[src/rtl/muldiv_pkg.sv]
// Shared constants and types for the EX-stage multiply/divide unit.
package muldiv_pkg;

  localparam int unsigned XLEN = 32;

  localparam logic [5:0] MULTU = 6'h19;
  localparam logic [5:0] DIVU  = 6'h1B;
  localparam logic [5:0] MULT  = 6'h18;
  localparam logic [5:0] DIV   = 6'h1A;
  localparam logic [5:0] MFHI  = 6'h10;
  localparam logic [5:0] MFLO  = 6'h12;

  typedef enum logic [1:0] {
    IDLE = 2'd0,
    BUSY = 2'd1,
    DONE = 2'd2
  } state_e;

  typedef enum logic [1:0] {
    OP_MULTU = 2'd0,
    OP_DIVU  = 2'd1,
    OP_MULT  = 2'd2,
    OP_DIV   = 2'd3
  } op_e;

  typedef struct packed {
    logic [XLEN-1:0] hi;
    logic [XLEN-1:0] lo;
  } md_res_t;

  function automatic logic op_is_div(input op_e op);
    return (op == OP_DIVU) || (op == OP_DIV);
  endfunction

  function automatic logic op_is_signed(input op_e op);
    return (op == OP_MULT) || (op == OP_DIV);
  endfunction

endpackage

[src/rtl/muldiv_core.sv]
// Iterative engine: shift-add multiply / restoring divide, one step per cycle.
// Signed conditioning is compiled in only when MULDIV_SIGNED_EN is defined.
module muldiv_core
  import muldiv_pkg::*;
#(
  parameter int unsigned ITER = 32
) (
  input  logic            clk,
  input  logic            rst_n,
  input  logic            start_i,
  input  logic            step_i,
  input  op_e             op_i,
  input  logic [XLEN-1:0] a_i,
  input  logic [XLEN-1:0] b_i,
  output logic            done_o,
  output md_res_t         res_o
);

  localparam int unsigned CW = (ITER > 1) ? $clog2(ITER) : 1;
  localparam int unsigned AW = 2 * XLEN;

  logic [AW-1:0]   acc_q;
  logic [AW-1:0]   acc_d;
  logic [XLEN-1:0] opd_q;
  logic [CW-1:0]   cnt_q;
  logic            is_div_q;
  logic            neg_q;
  logic            rem_neg_q;
  logic            div0_q;

  logic            sgn_c;
  logic            a_neg_c;
  logic            b_neg_c;
  logic [XLEN-1:0] a_mag_c;
  logic [XLEN-1:0] b_mag_c;

`ifdef MULDIV_SIGNED_EN
  assign sgn_c = op_is_signed(op_i);
`else
  assign sgn_c = 1'b0;
`endif

  // Operands enter the engine as magnitudes; signs are remembered for the final fixup.
  assign a_neg_c = sgn_c & a_i[XLEN-1];
  assign b_neg_c = sgn_c & b_i[XLEN-1];
  assign a_mag_c = a_neg_c ? (~a_i + XLEN'(1)) : a_i;
  assign b_mag_c = b_neg_c ? (~b_i + XLEN'(1)) : b_i;

  logic [XLEN:0]   sum_c;
  logic [XLEN:0]   shl_c;
  logic [XLEN+1:0] diff_c;
  logic            fits_c;

  // One iteration: upper half is the partial product sum or the partial remainder.
  always_comb begin
    sum_c  = {1'b0, acc_q[AW-1:XLEN]} + (acc_q[0] ? {1'b0, opd_q} : {(XLEN+1){1'b0}});
    shl_c  = acc_q[AW-1:XLEN-1];
    diff_c = {1'b0, shl_c} - {2'b00, opd_q};
    fits_c = ~diff_c[XLEN+1];
    if (is_div_q) begin
      acc_d = {(fits_c ? diff_c[XLEN-1:0] : shl_c[XLEN-1:0]), acc_q[XLEN-2:0], fits_c};
    end else begin
      acc_d = {sum_c, acc_q[XLEN-1:1]};
    end
  end

  logic [AW-1:0]   prod_c;
  logic [XLEN-1:0] quo_c;
  logic [XLEN-1:0] rem_c;

  // Result of the final step with signs reapplied; only consumed on the last iteration.
  always_comb begin
    prod_c = neg_q ? (~acc_d + AW'(1)) : acc_d;
    quo_c  = neg_q ? (~acc_d[XLEN-1:0] + XLEN'(1)) : acc_d[XLEN-1:0];
    rem_c  = rem_neg_q ? (~acc_d[AW-1:XLEN] + XLEN'(1)) : acc_d[AW-1:XLEN];
    if (is_div_q) begin
      res_o.hi = rem_c;
      res_o.lo = div0_q ? {XLEN{1'b1}} : quo_c;
    end else begin
      res_o.hi = prod_c[AW-1:XLEN];
      res_o.lo = prod_c[XLEN-1:0];
    end
  end

  assign done_o = step_i && (cnt_q == CW'(ITER - 1));

  always_ff @(posedge clk or negedge rst_n) begin
    if (!rst_n) begin
      acc_q     <= '0;
      opd_q     <= '0;
      cnt_q     <= '0;
      is_div_q  <= 1'b0;
      neg_q     <= 1'b0;
      rem_neg_q <= 1'b0;
      div0_q    <= 1'b0;
    end else if (start_i) begin
      cnt_q     <= '0;
      is_div_q  <= op_is_div(op_i);
      neg_q     <= a_neg_c ^ b_neg_c;
      rem_neg_q <= a_neg_c;
      div0_q    <= (b_i == '0);
      if (op_is_div(op_i)) begin
        acc_q <= {XLEN'(0), a_mag_c};
        opd_q <= b_mag_c;
      end else begin
        acc_q <= {XLEN'(0), b_mag_c};
        opd_q <= a_mag_c;
      end
    end else if (step_i) begin
      acc_q <= acc_d;
      cnt_q <= cnt_q + CW'(1);
    end
  end

endmodule

[src/rtl/ex_muldiv_unit.sv]
// EX-stage multiply/divide unit: decode, IDLE/BUSY/DONE control, HI/LO and MFHI/MFLO mux.
// Define MULDIV_SIGNED_EN to also execute MULT/DIV.
module ex_muldiv_unit
  import muldiv_pkg::*;
#(
  parameter int unsigned ITER = 32
) (
  input  logic             Clk,
  input  logic             Rst_n,
  input  logic             RType_EX,
  input  logic [5:0]       Funct_EX,
  input  logic [XLEN-1:0]  RD1_EX,
  input  logic [XLEN-1:0]  RD2_EX,
  output logic             Stall_MD,
  output logic             MD_Sel,
  output logic [XLEN-1:0]  MD_Result,
  output logic             Busy,
  output logic [XLEN-1:0]  Hi,
  output logic [XLEN-1:0]  Lo
);

  state_e          state_q;
  logic [XLEN-1:0] hi_q;
  logic [XLEN-1:0] lo_q;

  logic    start_c;
  logic    rd_hi_c;
  logic    rd_lo_c;
  op_e     op_c;
  logic    core_start;
  logic    core_done;
  md_res_t core_res;

  always_comb begin
    start_c = 1'b0;
    rd_hi_c = 1'b0;
    rd_lo_c = 1'b0;
    op_c    = OP_MULTU;
    if (RType_EX) begin
      case (Funct_EX)
        MULTU: begin start_c = 1'b1; op_c = OP_MULTU; end
        DIVU:  begin start_c = 1'b1; op_c = OP_DIVU;  end
`ifdef MULDIV_SIGNED_EN
        MULT:  begin start_c = 1'b1; op_c = OP_MULT;  end
        DIV:   begin start_c = 1'b1; op_c = OP_DIV;   end
`endif
        MFHI:  rd_hi_c = 1'b1;
        MFLO:  rd_lo_c = 1'b1;
        default: ;
      endcase
    end
  end

  // A start op is only accepted from IDLE; in DONE the same op is still in EX and is ignored.
  assign core_start = Rst_n && (state_q == IDLE) && start_c;
  assign Stall_MD   = core_start || (state_q == BUSY);
  assign Busy       = (state_q == BUSY);
  assign MD_Sel     = rd_hi_c || rd_lo_c;
  assign MD_Result  = rd_hi_c ? hi_q : (rd_lo_c ? lo_q : '0);
  assign Hi         = hi_q;
  assign Lo         = lo_q;

  muldiv_core #(.ITER(ITER)) u_core (
    .clk     (Clk),
    .rst_n   (Rst_n),
    .start_i (core_start),
    .step_i  (state_q == BUSY),
    .op_i    (op_c),
    .a_i     (RD1_EX),
    .b_i     (RD2_EX),
    .done_o  (core_done),
    .res_o   (core_res)
  );

  always_ff @(posedge Clk or negedge Rst_n) begin
    if (!Rst_n) begin
      state_q <= IDLE;
      hi_q    <= '0;
      lo_q    <= '0;
    end else begin
      case (state_q)
        IDLE: if (core_start) state_q <= BUSY;
        BUSY: begin
          if (core_done) begin
            hi_q    <= core_res.hi;
            lo_q    <= core_res.lo;
            state_q <= DONE;
          end
        end
        DONE:    state_q <= IDLE;
        default: state_q <= IDLE;
      endcase
    end
  end

endmodule

[config.mk]
export PLATFORM = sky130hd
export DESIGN_NAME = ex_muldiv_unit
export DESIGN_NICKNAME = d
export VERILOG_FILES = /design/src/rtl/muldiv_pkg.sv /design/src/rtl/muldiv_core.sv /design/src/rtl/ex_muldiv_unit.sv
export SDC_FILE = /design/constraint.sdc
export NUM_CORES = 1
export LEC_CHECK = 0
export ABC_AREA = 1
export BUFFER_PORTS_ARGS = -buffer_cell sky130_fd_sc_hd__buf_4
export CAP_MARGIN = 20
export CORE_MARGIN = 3
export CORE_UTILIZATION = 50
export CTS_BUF_LIST = sky130_fd_sc_hd__clkbuf_8
export DETAILED_ROUTE_END_ITERATION = 16
export GPL_ROUTABILITY_DRIVEN = 0
export PLACE_DENSITY = 0.67
export SLEW_MARGIN = 10
export SYNTH_ARGS = -nofsm -noshare
export SYNTH_HDL_FRONTEND = slang
export SYNTH_SLANG_ARGS = --single-unit
[constraint.sdc]
create_clock -name Clk -period 3.2 [get_ports Clk]
set_input_delay 0.64 -clock Clk [delete_from_list [all_inputs] [get_ports Clk]]
set_output_delay 0.64 -clock Clk [all_outputs]
set_load 0.02 [all_outputs]
==> results of run 1 <==
cell families after synthesis:
family,after synthesis,share of synthesized area
flip-flops,169,0.304
AND/OR/NAND/NOR,1083,0.341
XOR/XNOR,20,0.0126
adder cells (fa/ha/maj),68,0.0621
AO/OA/AOI/OAI,390,0.157
buffers and inverters,448,0.124
final cells by class:
cell class                      instances  area [sq um]  area share
Inverter                              360          1350      0.0846
Sequential cell                       169          4230       0.265
Tap cell                              372           465      0.0291
Multi-Input combinational cell       1561          7990       0.501
Clock buffer                           17           234      0.0147
Clock inverter                         13           146     0.00917
Timing Repair Buffer                  197          1550      0.0969
cells in the final DEF (no fill, tap or decap), types with 19 or more instances in the layout:
master / instances
o21ai_0: 178
xor2_1: 19
a21oi_1: 111
nand2_2: 32
nand4_1: 54
buf_4: 190
nand2_1: 691
inv_1: 355
nand3_2: 32
o22ai_1: 24
dfrtp_1: 168
a22oi_1: 34
nand3_1: 108
nor2_1: 118
ha_1: 66
metal layers:
metal  global-route usage  routed length [um]  vias to the layer above
li1                     -                   -                     7243
met4                0.131                2200                        0
met2                0.536               23400                      689
met5                    0                   0                        -
met1                0.429               21000                     7009
met3               0.0351                3130                      126
registers in the layout, indices dropped and copies added (netlist names):
signal           flops
Lo                  32
u_core.div0_q        1
u_core.acc_q        64
u_core.is_div_q      1
u_core.cnt_q         5
state_q              2
u_core.opd_q        32
Hi                  32
per-stage QoR:
step           cell area (sq um)  power [mW]  utilization  hold WS (ns)
2_1_floorplan              13900        8.26            -         0.344
3_3_place_gp               15600        10.4        0.573         0.448
3_5_place_dp               15600        10.5        0.573         0.464
4_1_cts                    16000        12.1        0.588         0.453
5_1_grt                    16000        13.2        0.588         0.462
6_report                   16000        12.2        0.588         0.478
worst paths after layout:
check,startpoint,end,slack [ns]
max,Rst_n,Stall_MD,0.36
min reg2reg,u_core.cnt_q[3],u_core.cnt_q[3],0.49
min in group asynchronous,Rst_n,u_core.acc_q[39],0.58
max in group asynchronous,Rst_n,u_core.opd_q[16],1.48
min,RD2_EX[19],u_core.opd_q[19],0.48
max reg2reg,u_core.opd_q[12],u_core.acc_q[33],0.47
tightest hold or removal path, stage by stage:
cell and delay (ns):
buf_4 0.10, nor2_1 0.04, o22ai_1 0.10
where the power goes:
part | leakage (nW) | switching, mW | total, mW | internal, mW
logic | 6.76 | 5.05 | 7.53 | 2.48
clock network | 0.183 | 0.879 | 1.58 | 0.697
registers | 1.91 | 0.524 | 3.10 | 2.57
total | 8.85 | 6.45 | 12.2 | 5.75
timing repair:
action                                 in CTS  in global routing
gates resized for setup                     0                  0
endpoints found under the hold margin       3                  0
hold buffers                                1                  0
==> results.md, run 1 <==
* Status: finished clean
* Slowest cell delay on critical path at roughly 0.55 ns
* Top-area cell type share of the netlist area at 0.304
* Root buffer cell: clkbuf_8
* Htree depth at 4
* DR iter-0 viols at ~1.6k
* Crit-path leading delay family: buffers and inverters
* Fmax at roughly 350 MHz
* Number of enable flip-flop cells after synthesis at 0
* Tcrit/Tclk final at 0.887
* Final setup margin at 0.361 ns
* Routed WL at 49.7 mm
* Num CTS Buffers at 17
* Port Buffers at approximately 170
* Wirelength per Cell at around 18 um
* Pins Over Slew Limit at 0
* Hold Path Depth at 3
* Die height at ~170 um
* Top cells by count, synth: 691 x nand2_1, 358 x inv_1, 178 x o21ai_0
* Req. time, crit path at about 2.6 ns
* Critical path depth in cells at 7
* Max-slew headroom at 0.266
* Yosys warning count at 0
* Clock Tree Buf Depth at 2
* Sequential share of the synthesized area at 0.304
* Core ar. at 27200 sq um
* Routed Antenna Nets at 0
* Crit path cell chain: dlygate4sd3_1 -> buf_6 -> nand2_1 -> nor3_2 -> nor2_4 -> inv_2 -> buf_4
* Drt drc at 0
* FILL cells at between 2k and 3k
* Count leader, synth: nand2_1
* Final std cells w/o fill at 2689
* Yosys top cell by area: dfrtp_1
* Fraction of synthesis flops using an asynchronous set or reset pin at 1.00
* Io pins at ~170
* RSZ-0062 raised after global routing: no
* Vias at about 15k
* Sink Count at 169
* FF+latch count, synth at around 170
* Leakage power at about 8.8 nW
* Pin count of the biggest net entering global routing at 150
* Initial Utilization at 0.513
* Final setup fails at 0
* # diodes at 0
* Inst Count DP at between 2k and 3k
* Worst Hold Class: input pin to register
* Synthesized instance count at 2178
* Pre-CTS setup slack at approximately 0.47 ns
* Final Critical Period at roughly 2.8 ns
* GRT Overall Usage at 0.322
* Total negative slack at 0 ns
* Crit end category: primary output
* Die X at 173 um
* R2R cell count at 15
* Synth unique cells at 46
* Final hold vios at 0
* Power per cell area at between 700 and 800 nW/um^2
* Initial antenna violation count at 0
* Crit path max-delay cell type: dlygate4sd3_1
* Crit path DAT at about 2.2 ns
* Rows at 60
* First-pass GRT wire length at about 77 mm
* Max cap viols at 0
* Buf/Inv on CP at 4
* Max FO, Critical Path at 22
* Worst slew pin tran at 1.10 ns
* Total grt overflow at 0
* Nets@finish at 2447
* Syn nets at ~2.3k
* Share of post-route cells with drive strength above 1 at 0.134
* HPWL Detailed at 38.3 mm
* Post-CTS Setup Bufs at 0
* Final Skew at approximately 0.021 ns
* Clock Latency Late Sink at between 0.4 and 0.5 ns
* Mapped Area at around 14000 sq um
* Vias per inst at about 5.6
* Pre-Repair DR Iteration Count at 6
* TritonCTS clock tree: yes
* Synth Area per Inst at between 6 and 7 sq um
* Area contributors post-synth: dfrtp_1 30%, nand2_1 19%, inv_1 9.6%
* Number of global-route vias before repair at between 10k and 15k
* WS Path Type: input pin to primary output
* Post-synth top flop: dfrtp_1
* Startpoint types: input pin
* VDD IR max at about 0.37 mV
* Syn-to-layout area delta at 14.6%
* CTS clk-pin slew, worst paths at 0.09 ns
* Full die area at about 30000 sq um
No activity file was read; power rests on OpenSTA's default activity.
==> run 2, diff against run 1 <==
==> constraint.sdc (replaced) <==
create_clock -name Clk -period 3.2 [get_ports Clk]
set_input_delay 0.48 -clock Clk [delete_from_list [all_inputs] [get_ports Clk]]
set_output_delay 0.48 -clock Clk [all_outputs]
set_load 0.02 [all_outputs]
==> results.md, run 2 (synthesized netlist as in run 1, its figures left out) <==
* Max-slew headroom at 0.449 (+0.183)
* Vias per inst at 5.58 (-0.38%)
* Leakage power at 8.86 nW (+0.16%)
* Req. time, crit path at 3.61 ns (+1.05 ns)
* DR iter-0 viols at 1387 (-15%)
* Routed WL at 50.4 mm (+1.3%)
* Switching Fraction at 0.535 (+0.00583)
* Vias at 15.0k (-0.20%)
* Buf/Inv on CP at 1 (-3)
* Syn-to-layout area delta at 14.7% (about the same)
* HPWL Detailed at 38.7 mm (+0.96%)
* Max cap viols at 0 (unchanged)
* Rows at 60 (unchanged)
* Power per cell area at 761 nW/um^2 (-0.42%)
* Number of flip-flops in the largest register at 64 (unchanged)
* Crit end category: register
* Crit path DAT at 3.22 ns (+1.02 ns)
* Final hold vios at 0 (unchanged)
* Core ar. at 27200 sq um (unchanged)
* Cell internal pwr at 5.66 mW (-1.6%)
* CP most frequent cell: nand2_1
* Drt drc at 0 (unchanged)
* Wirelength per Cell at 18.7 um (+1.2%)
* Num CTS Buffers at 17 (unchanged)
* WS Path Type: register to register
* Nets@finish at 2450 (+0.12%)
* Commonest non-fill, non-tap cell in the layout: nand2_1
* Busiest grt layer: met2
* Clock Latency Late Sink at 0.47 ns (about the same)
* Port Buffers at 171 (unchanged)
* Met3 GRT Util at 0.0314 (-0.00373)
* CTS Hold Bufs at 1 (unchanged)
* Crit path max-delay cell type: dfrtp_1
* TritonCTS clock tree: yes
* Total negative slack at 0 ns (unchanged)
* Final setup fails at 0 (unchanged)
* Slowest cell delay on critical path at 0.52 ns (-0.03 ns)
* Die X at 173 um (unchanged)
* Startpoint types: register
* RSZ-0062 raised after global routing: no
* Full die area at 29900 sq um (unchanged)
* GRT Overall Usage at 0.323 (+0.00120)
* Post_cts resized at 0 (unchanged)
* Initial antenna violation count at 0 (unchanged)
* Pre-Repair DR Iteration Count at 6 (unchanged)
* Clk pwr share at 0.129 (about the same)
* GR Util met2 at 0.540 (+0.00346)
* Crit-path leading delay family: simple AND/OR/NAND/NOR gates
* CTS clk-pin slew, worst paths at 0.10 ns (about the same)
* Share of post-route cells with drive strength above 1 at 0.136 (+0.00186)
* Status: finished clean
* Grt met1 use at 0.432 (+0.00209)
* Fmax at 355 MHz (+0.85%)
* First-pass GRT wire length at 77.2 mm (+0.38%)
* Initial Utilization at 0.513 (unchanged)
* Routed Antenna Nets at 0 (unchanged)
* Max FO, Critical Path at 10 (-55%)
* Sink Count at 169 (unchanged)
* Worst Hold Class: input pin to register
* Total grt overflow at 0 (unchanged)
* Worst slew pin tran at 0.827 ns (-0.274 ns)
* # diodes at 0 (unchanged)
* Die height at 173 um (unchanged)
* Sequential power share at 0.257 (+0.003)
* VDD IR max at 0.332 mV (-10%)
* NetSw at 6.50 mW (+0.72%)
* Root buffer cell: clkbuf_8
* Tcrit/Tclk final at 0.880 (-0.00747)
* Clock Tree Buf Depth at 2 (unchanged)
* Largest Register: u_core.acc_q
* Hold Slack at 0.308 ns (-0.170 ns)
* Io pins at 172 (unchanged)
* Combinational Power Share at 0.614 (-0.003)
* Final Skew at 0.0209 ns (+0.000163 ns)
* Crit path cell chain: nand2_1 -> inv_1 -> ha_1 -> fa_1 -> nand2_1 -> nand3_1 -> and2_1 -> nand2_1 -> nand2_1 -> nand2_1 -> nand3_1 -> nand2_1 -> nand3_1 -> nand3_2 -> nand2_1 -> nand2_1
* Final Critical Period at 2.82 ns (-0.0239 ns)
* Most frequent cells in the layout: 691 x nand2_1, 355 x inv_1, 195 x buf_4
* Number of global-route vias before repair at 13.8k (+0.25%)
* Post-CTS Setup Bufs at 0 (unchanged)
* Pins Over Slew Limit at 0 (unchanged)
* Htree depth at 4 (unchanged)
* Pin count of the biggest net entering global routing at 149 (-0.67%)
run 2: power by group through the flow:
stage,Combinational [mW],Sequential (mW),Clock [mW]
finish,7.46,3.13,1.56
global route,8.32,3.15,1.68
CTS,7.34,3.11,1.58
detailed placement,7.31,3.14,0
global placement,7.23,3.14,0
floorplan,5.39,2.87,0
run 2: final cells by class:
cell class | count | area (sq um)
clock buffer | 19 | 262
clock inverter | 13 | 129
fill | 2724 | 11200
inverter | 360 | 1350
multi-input combinational | 1561 | 7990
sequential | 169 | 4230
tap | 372 | 465
timing repair buffer | 200 | 1550
run 2: layer usage:
metal | part of all wire | wire, um
met5 | 0 | 0
met4 | 0.044 | 2190
met3 | 0.062 | 3120
met2 | 0.47 | 23800
met1 | 0.42 | 21300
run 2: metrics by stage:
| stage | area, sq um | total power, mW | instances | worst slack [ns] | util |
|---|---|---|---|---|---|
| 5_1_grt | 16000 | 13.2 | 2694 | 0.168 | 0.588 |
| 6_report | 16000 | 12.2 | 2694 | 0.385 | 0.588 |
| 3_3_place_gp | 15600 | 10.4 | 2661 | 0.469 | 0.573 |
| 3_5_place_dp | 15600 | 10.4 | 2661 | 0.448 | 0.573 |
| 2_1_floorplan | 13900 | 8.26 | 2178 | 0.723 | - |
| 4_1_cts | 16000 | 12.0 | 2694 | 0.432 | 0.588 |
run 2: tightest hold or removal path: stages:
cell and delay [ns]:
buf_4 0.09, nor2_1 0.04, o22ai_1 0.10
run 2: worst paths after layout:
check | to | startpoint | slack (ns) | depth (start not counted)
max | Hi[23] | u_core.acc_q[0] | 0.38 | 16
min | u_core.opd_q[19] | RD2_EX[19] | 0.31 | 3
max reg2reg | Hi[23] | u_core.acc_q[0] | 0.38 | 16
min reg2reg | u_core.cnt_q[3] | u_core.cnt_q[3] | 0.49 | 1
max in group asynchronous | u_core.is_div_q | Rst_n | 1.64 | 3
min in group asynchronous | u_core.acc_q[38] | Rst_n | 0.42 | 2
==> run 3, diff against run 2 <==
- CTS_BUF_LIST: sky130_fd_sc_hd__clkbuf_8 -> unset
==> results.md, run 3 (synthesized netlist as in run 1, its figures left out) <==
* Pre-CTS setup slack at 0.448 ns (unchanged)
* Worst slew pin tran at 0.813 ns (-0.0138 ns)
* TritonCTS clock tree: yes
* HPWL Detailed at 38.7 mm (unchanged)
* RSZ-0062 raised after global routing: no
* Wirelength per Cell at 18.7 um (+0.24%)
* Drt drc at 0 (unchanged)
* Pre-Repair DR Iteration Count at 6 (unchanged)
* Routed WL at 50.5 mm (+0.24%)
* Die height at 173 um (unchanged)
* Final Critical Period at 2.81 ns (-0.00235 ns)
* Status: finished clean
* Final Skew at 0.0208 ns (-0.000116 ns)
* Most frequent cells in the layout: 691 x nand2_1, 355 x inv_1, 195 x buf_4
* Crit path DAT at 3.19 ns (-0.03 ns)
* Port Buffers at 171 (unchanged)
* Pin count of the biggest net entering global routing at 149 (unchanged)
* Largest Register: u_core.acc_q
* Tcrit/Tclk final at 0.879 (about the same)
* Post-CTS Setup Bufs at 0 (unchanged)
* Max cap viols at 0 (unchanged)
* Switching Fraction at 0.517 (-0.0173)
* Final setup margin at 0.387 ns (+0.00235 ns)
* Post_cts resized at 0 (unchanged)
* CTS Hold Bufs at 1 (unchanged)
* Number of global-route vias before repair at 13.8k (+0.28%)
* Htree depth at 4 (unchanged)
* Hold Slack at 0.339 ns (+0.0303 ns)
* Sink Count at 169 (unchanged)
* Clk pwr share at 0.164 (+0.035)
* Crit end category: register
* Fmax at 356 MHz (about the same)
* Core ar. at 27200 sq um (unchanged)
* Worst reg-to-reg setup slack at 0.39 ns (about the same)
* Vias per inst at 5.61 (+0.54%)
* FILL cells at 2697 (-0.99%)
* Worst Hold Class: input pin to register
* Final hold vios at 0 (unchanged)
* Root buffer cell: clkbuf_16
* Startpoint types: register
* Clock Latency Late Sink at 0.44 ns (-0.03 ns)
* Initial Utilization at 0.513 (unchanged)
* Register Area at 4230 sq um (unchanged)
* Combinational Power Share at 0.589 (-0.025)
* First-pass GRT wire length at 77.5 mm (+0.32%)
* GRT Overall Usage at 0.324 (+0.000734)
* Share of post-route cells with drive strength above 1 at 0.136 (unchanged)
* CTS clk-pin slew, worst paths at 0.07 ns (-0.03 ns)
* Leakage power at 8.95 nW (+0.98%)
* Final setup fails at 0 (unchanged)
* Io pins at 172 (unchanged)
* WS Path Type: register to register
* Rows at 60 (unchanged)
* Max-slew headroom at 0.458 (+0.00919)
* NetSw at 6.56 mW (+0.90%)
* Total negative slack at 0 ns (unchanged)
* Max FO, Critical Path at 10 (unchanged)
* Routed Antenna Nets at 0 (unchanged)
* Syn-to-layout area delta at 16.0%
* Vias at 15.1k (+0.54%)
* # diodes at 0 (unchanged)
* Initial antenna violation count at 0 (unchanged)
* Number of flip-flops in the largest register at 64 (unchanged)
* VDD IR max at 0.424 mV (+28%)
* Die X at 173 um (unchanged)
* Commonest non-fill, non-tap cell in the layout: nand2_1
* Nets@finish at 2450 (unchanged)
* Num CTS Buffers at 17 (unchanged)
* Power per cell area at 784 nW/um^2 (+3.0%)
* Full die area at 29900 sq um (unchanged)
* Area of the multi-input gates at 7990 sq um (unchanged)
* Cell internal pwr at 6.12 mW (+8.2%)
* Clock Tree Buf Depth at 2 (unchanged)
* Req. time, crit path at 3.58 ns (-0.03 ns)
* DR iter-0 viols at 1486 (+7.1%)
* Sequential power share at 0.247 (-0.010)
* Pins Over Slew Limit at 0 (unchanged)
* Total grt overflow at 0 (unchanged)
## run 3: critical path: stages, from the launching register on
cell and delay [ns]:
dfrtp_1 0.52, nand2_1 0.11, inv_1 0.04, ha_1 0.26, fa_1 0.48, nand2_1 0.11, nand3_1 0.08, and2_1 0.22
nand2_1 0.09, nand2_1 0.14, nand2_1 0.14, nand3_1 0.14, nand2_1 0.09, nand3_1 0.08, nand3_2 0.14, nand2_1 0.07
nand2_1 0.07
## run 3: power by group through the flow
| stage | sequential, mW | combinational (mW) | clock (mW) |
|---|---|---|---|
| floorplan | 2.87 | 5.39 | 0 |
| global placement | 3.14 | 7.23 | 0 |
| detailed placement | 3.14 | 7.31 | 0 |
| CTS | 3.11 | 7.35 | 2.09 |
| global route | 3.16 | 8.32 | 2.20 |
| finish | 3.13 | 7.47 | 2.08 |
## run 3: layout make-up
| cell class | instances | area share |
|---|---|---|
| flip-flops and latches | 169 | 0.262 |
| multi-input cells | 1561 | 0.494 |
| inverters | 360 | 0.0836 |
| repair buffers | 200 | 0.0956 |
| clock inverters | 13 | 0.00797 |
| clock buffers | 19 | 0.0280 |
| well taps | 372 | 0.0288 |
## run 3: final timing paths
kind	start	endpoint	depth (start not counted)
max	u_core.acc_q[0]	Hi[23]	16
min	RD2_EX[19]	u_core.opd_q[19]	3
max reg2reg	u_core.acc_q[0]	Hi[23]	16
min reg2reg	u_core.cnt_q[3]	u_core.cnt_q[3]	1
max in group asynchronous	Rst_n	u_core.acc_q[61]	3
min in group asynchronous	Rst_n	u_core.acc_q[39]	2
## run 3: per-layer routing
layer / wire length [um] / track usage / vias up
met5: 0 / 0 / -
met4: 2400 / 0.143 / 0
met3: 2920 / 0.0345 / 112
met2: 23600 / 0.535 / 636
met1: 21500 / 0.432 / 7108
li1: - / - / 7262
## run 3: through the flow
step | utilization | total power [mW] | instances | cell area [sq um]
3_3_place_gp | 0.573 | 10.4 | 2661 | 15600
6_report | 0.595 | 12.7 | 2694 | 16200
5_1_grt | 0.595 | 13.7 | 2694 | 16200
2_1_floorplan | - | 8.26 | 2178 | 13900
4_1_cts | 0.595 | 12.6 | 2694 | 16200
3_5_place_dp | 0.573 | 10.4 | 2661 | 15600
